File: config.mk
export PLATFORM = sky130hd
export DESIGN_NAME = macc_dot_sequencer
export DESIGN_NICKNAME = d
export VERILOG_FILES = /design/src/rtl/macc_dot_sequencer.sv
export SDC_FILE = /design/constraint.sdc
export NUM_CORES = 1
export LEC_CHECK = 0
export ABC_CLOCK_PERIOD_IN_PS = 4200
export CORE_MARGIN = 10
export CORE_UTILIZATION = 46
export CTS_CLUSTER_DIAMETER = 60
export DETAILED_ROUTE_END_ITERATION = 10
export GPL_TIMING_DRIVEN = 0
export PLACE_DENSITY = 0.9
export SYNTH_ARGS = -nofsm -noshare
export SYNTH_HDL_FRONTEND = slang
export SYNTH_SLANG_ARGS = --single-unit
export TNS_END_PERCENT = 30
File: constraint.sdc
create_clock -name clk -period 4.2 [get_ports clk]
set_input_delay 1.05 -clock clk [delete_from_list [all_inputs] [get_ports clk]]
set_output_delay 1.05 -clock clk [all_outputs]
set_load 0.1 [all_outputs]
File: src/rtl/macc_dot_sequencer.sv
// -----------------------------------------------------------------------------
// macc_dot_sequencer
//
// Sequences a pre-add/multiply/accumulate DSP macro through an N-tap dot
// product. Walks the operand RAM address from 0 to len, lines up the MACC
// load/zero-gating with the operand RAM read latency, waits out the macro
// latency and then captures the accumulated product, holding it under a
// valid/ready handshake.
//
// Ports
//   clk            clock, everything on the rising edge
//   rst_n          asynchronous active-low reset
//   start          job request, sampled only while idle
//   len            taps-1, captured with start
//   bias           accumulator seed, captured with start
//   abort          cancel the current job from any state
//   busy           a job is issuing, draining or waiting on the handshake
//   addr           operand RAM read address (0 outside the issue phase)
//   mac_ce         MACC clock enable
//   mac_load       MACC accumulator load, asserted on tap 0 only
//   mac_load_data  MACC load value (captured bias while busy)
//   mac_zero       forces the MACC multiplier input to zero
//   mac_product    MACC accumulator output
//   result         captured dot product, kept after the handshake
//   result_valid   result is valid
//   result_ready   consumer accepts result
// -----------------------------------------------------------------------------
module macc_dot_sequencer #(
  parameter int ADDR_W        = 6,
  parameter int MEM_LAT       = 1,
  parameter int LATENCY       = 4,
  parameter int WIDTH_PRODUCT = 48
) (
  input  logic                     clk,
  input  logic                     rst_n,
  input  logic                     start,
  input  logic [ADDR_W-1:0]        len,
  input  logic [WIDTH_PRODUCT-1:0] bias,
  input  logic                     abort,
  output logic                     busy,
  output logic [ADDR_W-1:0]        addr,
  output logic                     mac_ce,
  output logic                     mac_load,
  output logic [WIDTH_PRODUCT-1:0] mac_load_data,
  output logic                     mac_zero,
  input  logic [WIDTH_PRODUCT-1:0] mac_product,
  output logic [WIDTH_PRODUCT-1:0] result,
  output logic                     result_valid,
  input  logic                     result_ready
);

  // The drain phase covers the operand RAM latency plus the MACC latency, so
  // the last tap has both arrived and propagated to mac_product at capture.
  localparam int DRAIN_CYC = MEM_LAT + LATENCY;
  localparam int CW        = $clog2(DRAIN_CYC);

  typedef enum logic [1:0] {IDLE, ISSUE, DRAIN, DONE} state_t;

  state_t                   state_q, state_d;
  logic [ADDR_W-1:0]        len_q;
  logic [ADDR_W-1:0]        addr_q;
  logic [WIDTH_PRODUCT-1:0] bias_q;
  logic [CW-1:0]            drain_q;
  logic [MEM_LAT-1:0]       dl_valid_q;
  logic [MEM_LAT-1:0]       dl_first_q;
  logic [WIDTH_PRODUCT-1:0] result_q;

  logic last_tap;
  logic capture;

  assign last_tap = (state_q == ISSUE) && (addr_q == len_q);
  assign capture  = (state_q == DRAIN) && (drain_q == '0);

  // ---------------------------------------------------------------------------
  // FSM
  // ---------------------------------------------------------------------------
  always_ff @(posedge clk or negedge rst_n) begin
    // NOTE: all state updates use non-blocking assignments so every register
    // samples the pre-edge values of the others, independent of block order.
    if (!rst_n) state_q <= IDLE;
    else        state_q <= state_d;
  end

  always_comb begin
    // NOTE: every signal gets a default first so no path leaves it unassigned,
    // which would otherwise infer a latch.
    state_d = state_q;
    unique case (state_q)
      IDLE:    if (start)        state_d = ISSUE;
      ISSUE:   if (last_tap)     state_d = DRAIN;
      DRAIN:   if (capture)      state_d = DONE;
      DONE:    if (result_ready) state_d = IDLE;
      default:                   state_d = IDLE;
    endcase
    // Abort wins over everything, including a start in the same cycle.
    if (abort) state_d = IDLE;
  end

  // ---------------------------------------------------------------------------
  // Datapath: job registers, address counter, drain timer, tap delay line
  // ---------------------------------------------------------------------------
  always_ff @(posedge clk or negedge rst_n) begin
    if (!rst_n) begin
      len_q      <= '0;
      bias_q     <= '0;
      addr_q     <= '0;
      drain_q    <= '0;
      dl_valid_q <= '0;
      dl_first_q <= '0;
      result_q   <= '0;
    end else if (abort) begin
      // Job registers and the last result are kept; in-flight taps are dropped.
      addr_q     <= '0;
      drain_q    <= '0;
      dl_valid_q <= '0;
      dl_first_q <= '0;
    end else begin
      // The delay line mirrors the operand RAM latency, so its tail marks the
      // cycle each issued tap's operands are actually at the MACC inputs.
      for (int i = 1; i < MEM_LAT; i++) begin
        dl_valid_q[i] <= dl_valid_q[i-1];
        dl_first_q[i] <= dl_first_q[i-1];
      end
      dl_valid_q[0] <= (state_q == ISSUE);
      dl_first_q[0] <= (state_q == ISSUE) && (addr_q == '0);

      unique case (state_q)
        IDLE: begin
          if (start) begin
            len_q  <= len;
            bias_q <= bias;
            addr_q <= '0;
          end
        end
        ISSUE: begin
          // Stop at len rather than wrapping, so a full-depth job ends on
          // all-ones without an extra cycle.
          if (last_tap) begin
            addr_q  <= '0;
            drain_q <= CW'(DRAIN_CYC - 1);
          end else begin
            addr_q  <= addr_q + ADDR_W'(1);
          end
        end
        DRAIN: begin
          if (capture) result_q <= mac_product;
          else         drain_q  <= drain_q - CW'(1);
        end
        default: ;
      endcase
    end
  end

  // ---------------------------------------------------------------------------
  // Outputs
  // ---------------------------------------------------------------------------
  always_comb begin
    busy          = (state_q != IDLE);
    addr          = addr_q;
    mac_ce        = (state_q == ISSUE) || (state_q == DRAIN);
    mac_load      = mac_ce && dl_first_q[MEM_LAT-1];
    mac_zero      = mac_ce && !dl_valid_q[MEM_LAT-1];
    mac_load_data = busy ? bias_q : '0;
    result        = result_q;
    result_valid  = (state_q == DONE);
  end

endmodule

==> results of run 1 <==
## cell type report
cell class | instances | area (um^2)
Timing Repair Buffer | 214 | 2140
Buffer | 19 | 98.8
Sequential cell | 115 | 2880
Clock buffer | 23 | 478
Fill cell | 717 | 2800
Tap cell | 140 | 175
Clock inverter | 9 | 175
Multi-Input combinational cell | 236 | 2140
Inverter | 12 | 45.0
## flip-flops by register name, summed over array words and instances (netlist names)
name / flops
drain_q: 3
result: 48
bias_q: 48
addr: 6
state_q: 2
dl_valid_q: 1
len_q: 6
dl_first_q: 1
## cell usage in the layout (no fill, tap or decap), types with 2 or more instances in the layout
| cell | count |
|---|---|
| buf_2 | 10 |
| bufinv_16 | 5 |
| nor2b_1 | 51 |
| mux2_2 | 104 |
| o2111ai_1 | 6 |
| clkbuf_16 | 17 |
| nand3_1 | 6 |
| o21ai_0 | 4 |
| nand2b_1 | 3 |
| inv_1 | 12 |
| buf_4 | 3 |
| ha_1 | 8 |
| clkbuf_1 | 9 |
| nand2_1 | 13 |
| clkinvlp_4 | 2 |
| xnor2_2 | 4 |
| clkinv_2 | 2 |
| clkdlybuf4s50_1 | 202 |
| and2_1 | 2 |
| dfrtp_1 | 115 |
| dlygate4sd2_1 | 10 |
| o211ai_1 | 3 |
| nor2_1 | 9 |
| mux2i_1 | 3 |
| clkbuf_8 | 3 |
## worst max-delay path: stages, from the launching register on
cell           delay (ns)
dfrtp_1              0.39
inv_1                0.10
ha_1                 0.19
buf_2                0.18
clkbuf_1             0.24
clkbuf_1             0.28
nor2b_1              0.22
dlygate4sd2_1        0.89
## per-stage QoR
step                      hold WS (ns)  cell area [um^2]
after CTS                        0.498              8140
after global routing             0.515              8140
after global placement           0.479              7470
final                            0.496              8140
after detailed placement         0.486              7500
after floorplan                  0.471              5170
## cell families after synthesis
family,count (synthesis)
AO/OA/AOI/OAI,21
XOR/XNOR,6
adder cells (fa/ha/maj),8
buffers and inverters,31
flip-flops,115
multiplexers,108
AND/OR/NAND/NOR,93
## worst max path at each step
stage                     startpoint  cells past startpoint                 to  slack [ns]
after floorplan           state_q[0]                      3           mac_zero        0.38
after global placement         rst_n                      1         bias_q[22]       -2.19
after detailed placement  state_q[0]                      7  mac_load_data[35]        0.32
after CTS                 state_q[0]                      7  mac_load_data[35]        0.17
after global routing      state_q[0]                      7  mac_load_data[35]        0.11
final                     state_q[0]                      7  mac_load_data[35]        0.25
## metal layers
layer	up-vias	track usage	wire length, um
li1	1792	-	-
met1	1838	0.205	5650
met2	187	0.307	7290
met3	15	0.0772	1440
met4	0	0.0583	195
met5	-	0	0
==> impl_metrics.py, run 1 <==
metrics = {
    "run_status": {
        "status": "finished, final reports clean",
    },
    "placement": {
        "post-dp-hpwl_um": 11300,
        "numPlacedInstances": 736,
        "place_ws_ns": 0.324,
        "place_congestion": 0.855,
        "io_buffers": 213,
    },
    "hold_path": {
        "hp-start": "bias_q[12]",
        "min_path_type": "reg -> reg",
        "min_path_cells": 1,
        "whs_endpoint": "bias_q[12]",
    },
    "critical_path": {
        "reg2reg_slack_ns": 2.19,
        "critPathRequiredTime_ns": 3.15,
        "cp-start-kind": "register",
        "cp.arrival_ns": 2.90,
        "critPathKind": "reg -> out",
        "r2r-start": "state_q[0]",
        "worstPathMaxFanout": 10,
        "r2r_cells": 6,
        "worstReg2RegEnd": "result[42]",
        "setup.worst_path.end_class": "output pin",
    },
    "floorplanning": {
        "die_x_um": 126,
        "core-area_um2": 10900,
        "rows": 38,
        "die_h_um": 126,
        "die_area_um2": 15900,
        "start_util": 0.472,
        "ios": 214,
    },
    "global_routing": {
        "grt_max_degree": 62,
        "globalRoute.totalOverflow": 0,
        "grt_pass1_vias": 4215,
        "track_usage": 0.182,
        "antenna_found_initial": 0,
        "grt_pass1_wl_um": 23300,
    },
    "routing": {
        "postRouteAntennaNets": 0,
        "wl_per_cell_um": 19.0,
        "vias": 3832,
        "wl_um": 14600,
        "via_per_inst": 4.99,
        "dr.pass1.iters": 4,
        "drt-initial-drc-count": 236,
        "drc": 0,
    },
    "clock_network": {
        "htree_levels": 4,
        "hold_buffers": 0,
        "cts_setup_buffers": 0,
        "cts_tree": "done",
        "clk_pin_slew_worst_paths_ns": 0.05,
        "clockBufferDepth": 2,
        "cts_inserted_buffers": 17,
        "cts-root-buf": "clkbuf_16",
        "clk_latency_ns": 0.40,
        "clock-sinks": 115,
        "post_cts_resized": 10,
    },
    "synthesis": {
        "yosysTopAreaCell": "dfrtp_1",
        "yosys.area.top_type_share": 0.557,
        "synth-simple-area-share": 0.106,
        "synth.distinct_cells": 39,
        "netlist_instances": 382,
        "syn-cell-area_um2": 5170,
        "synth-xor-area-share": 0.0196,
        "yosysMostFrequentCell": "dfrtp_1",
        "yosys-mux-area-fraction": 0.235,
        "synth_compound_area_frac": 0.0346,
        "synth_top_family_by_area": "multiplexers",
        "syn_nets": 497,
        "seq_area_frac_synth": 0.557,
        "yosys_warnings": 0,
        "synth_edf_count": 0,
        "yosys-top-cells-area": "dfrtp_1, mux2_2, nor2b_1",
        "syn_area_per_cell_um2": 13.5,
        "synthAdderAreaFrac": 0.0194,
        "synth-main-ff-cell": "dfrtp_1",
        "ys_seq_elements": 115,
        "yosys-top-cells-count": "dfrtp_1, mux2_2, nor2b_1",
        "async_reset_ff_frac": 1.00,
    },
    "layout": {
        "area_growth_pct": 57.5,
        "n_antenna_cell": 0,
        "drive_gt1_frac": 0.256,
        "postLayoutCoreUtil": 0.744,
        "nets": 730,
        "fin_cells": 768,
    },
    "timing": {
        "hold_viol": 0,
        "setup_viol": 0,
        "relSlewSlack": 0.313,
        "finClkSkew_ns": 0.00652,
        "finalMaxSlewViolations": 0,
        "rsz0062_at_grt": "false",
        "tightest_slew_ns": 1.03,
        "timing.final.ws_setup_ns": 0.249,
        "fmax_mhz": 253,
        "finalCriticalPeriod_ns": 3.95,
        "final.period_utilization": 0.941,
        "finalSetupTns_ns": 0,
    },
    "job": {
        "maxCapViolCount": 0,
    },
}
Power of run 1 is left out: the tool's default activity adds up to more than one toggle a clock period on the data nets, which glitch-free logic cannot reach.
==> run 2, diff against run 1 <==
HOLD_SLACK_MARGIN = 0.08   (was unset)
==> results of run 2 <==
Same layout as run 1: the final DEF is identical, and so are final timing and power.
Power of run 2 is left out for the same reason.
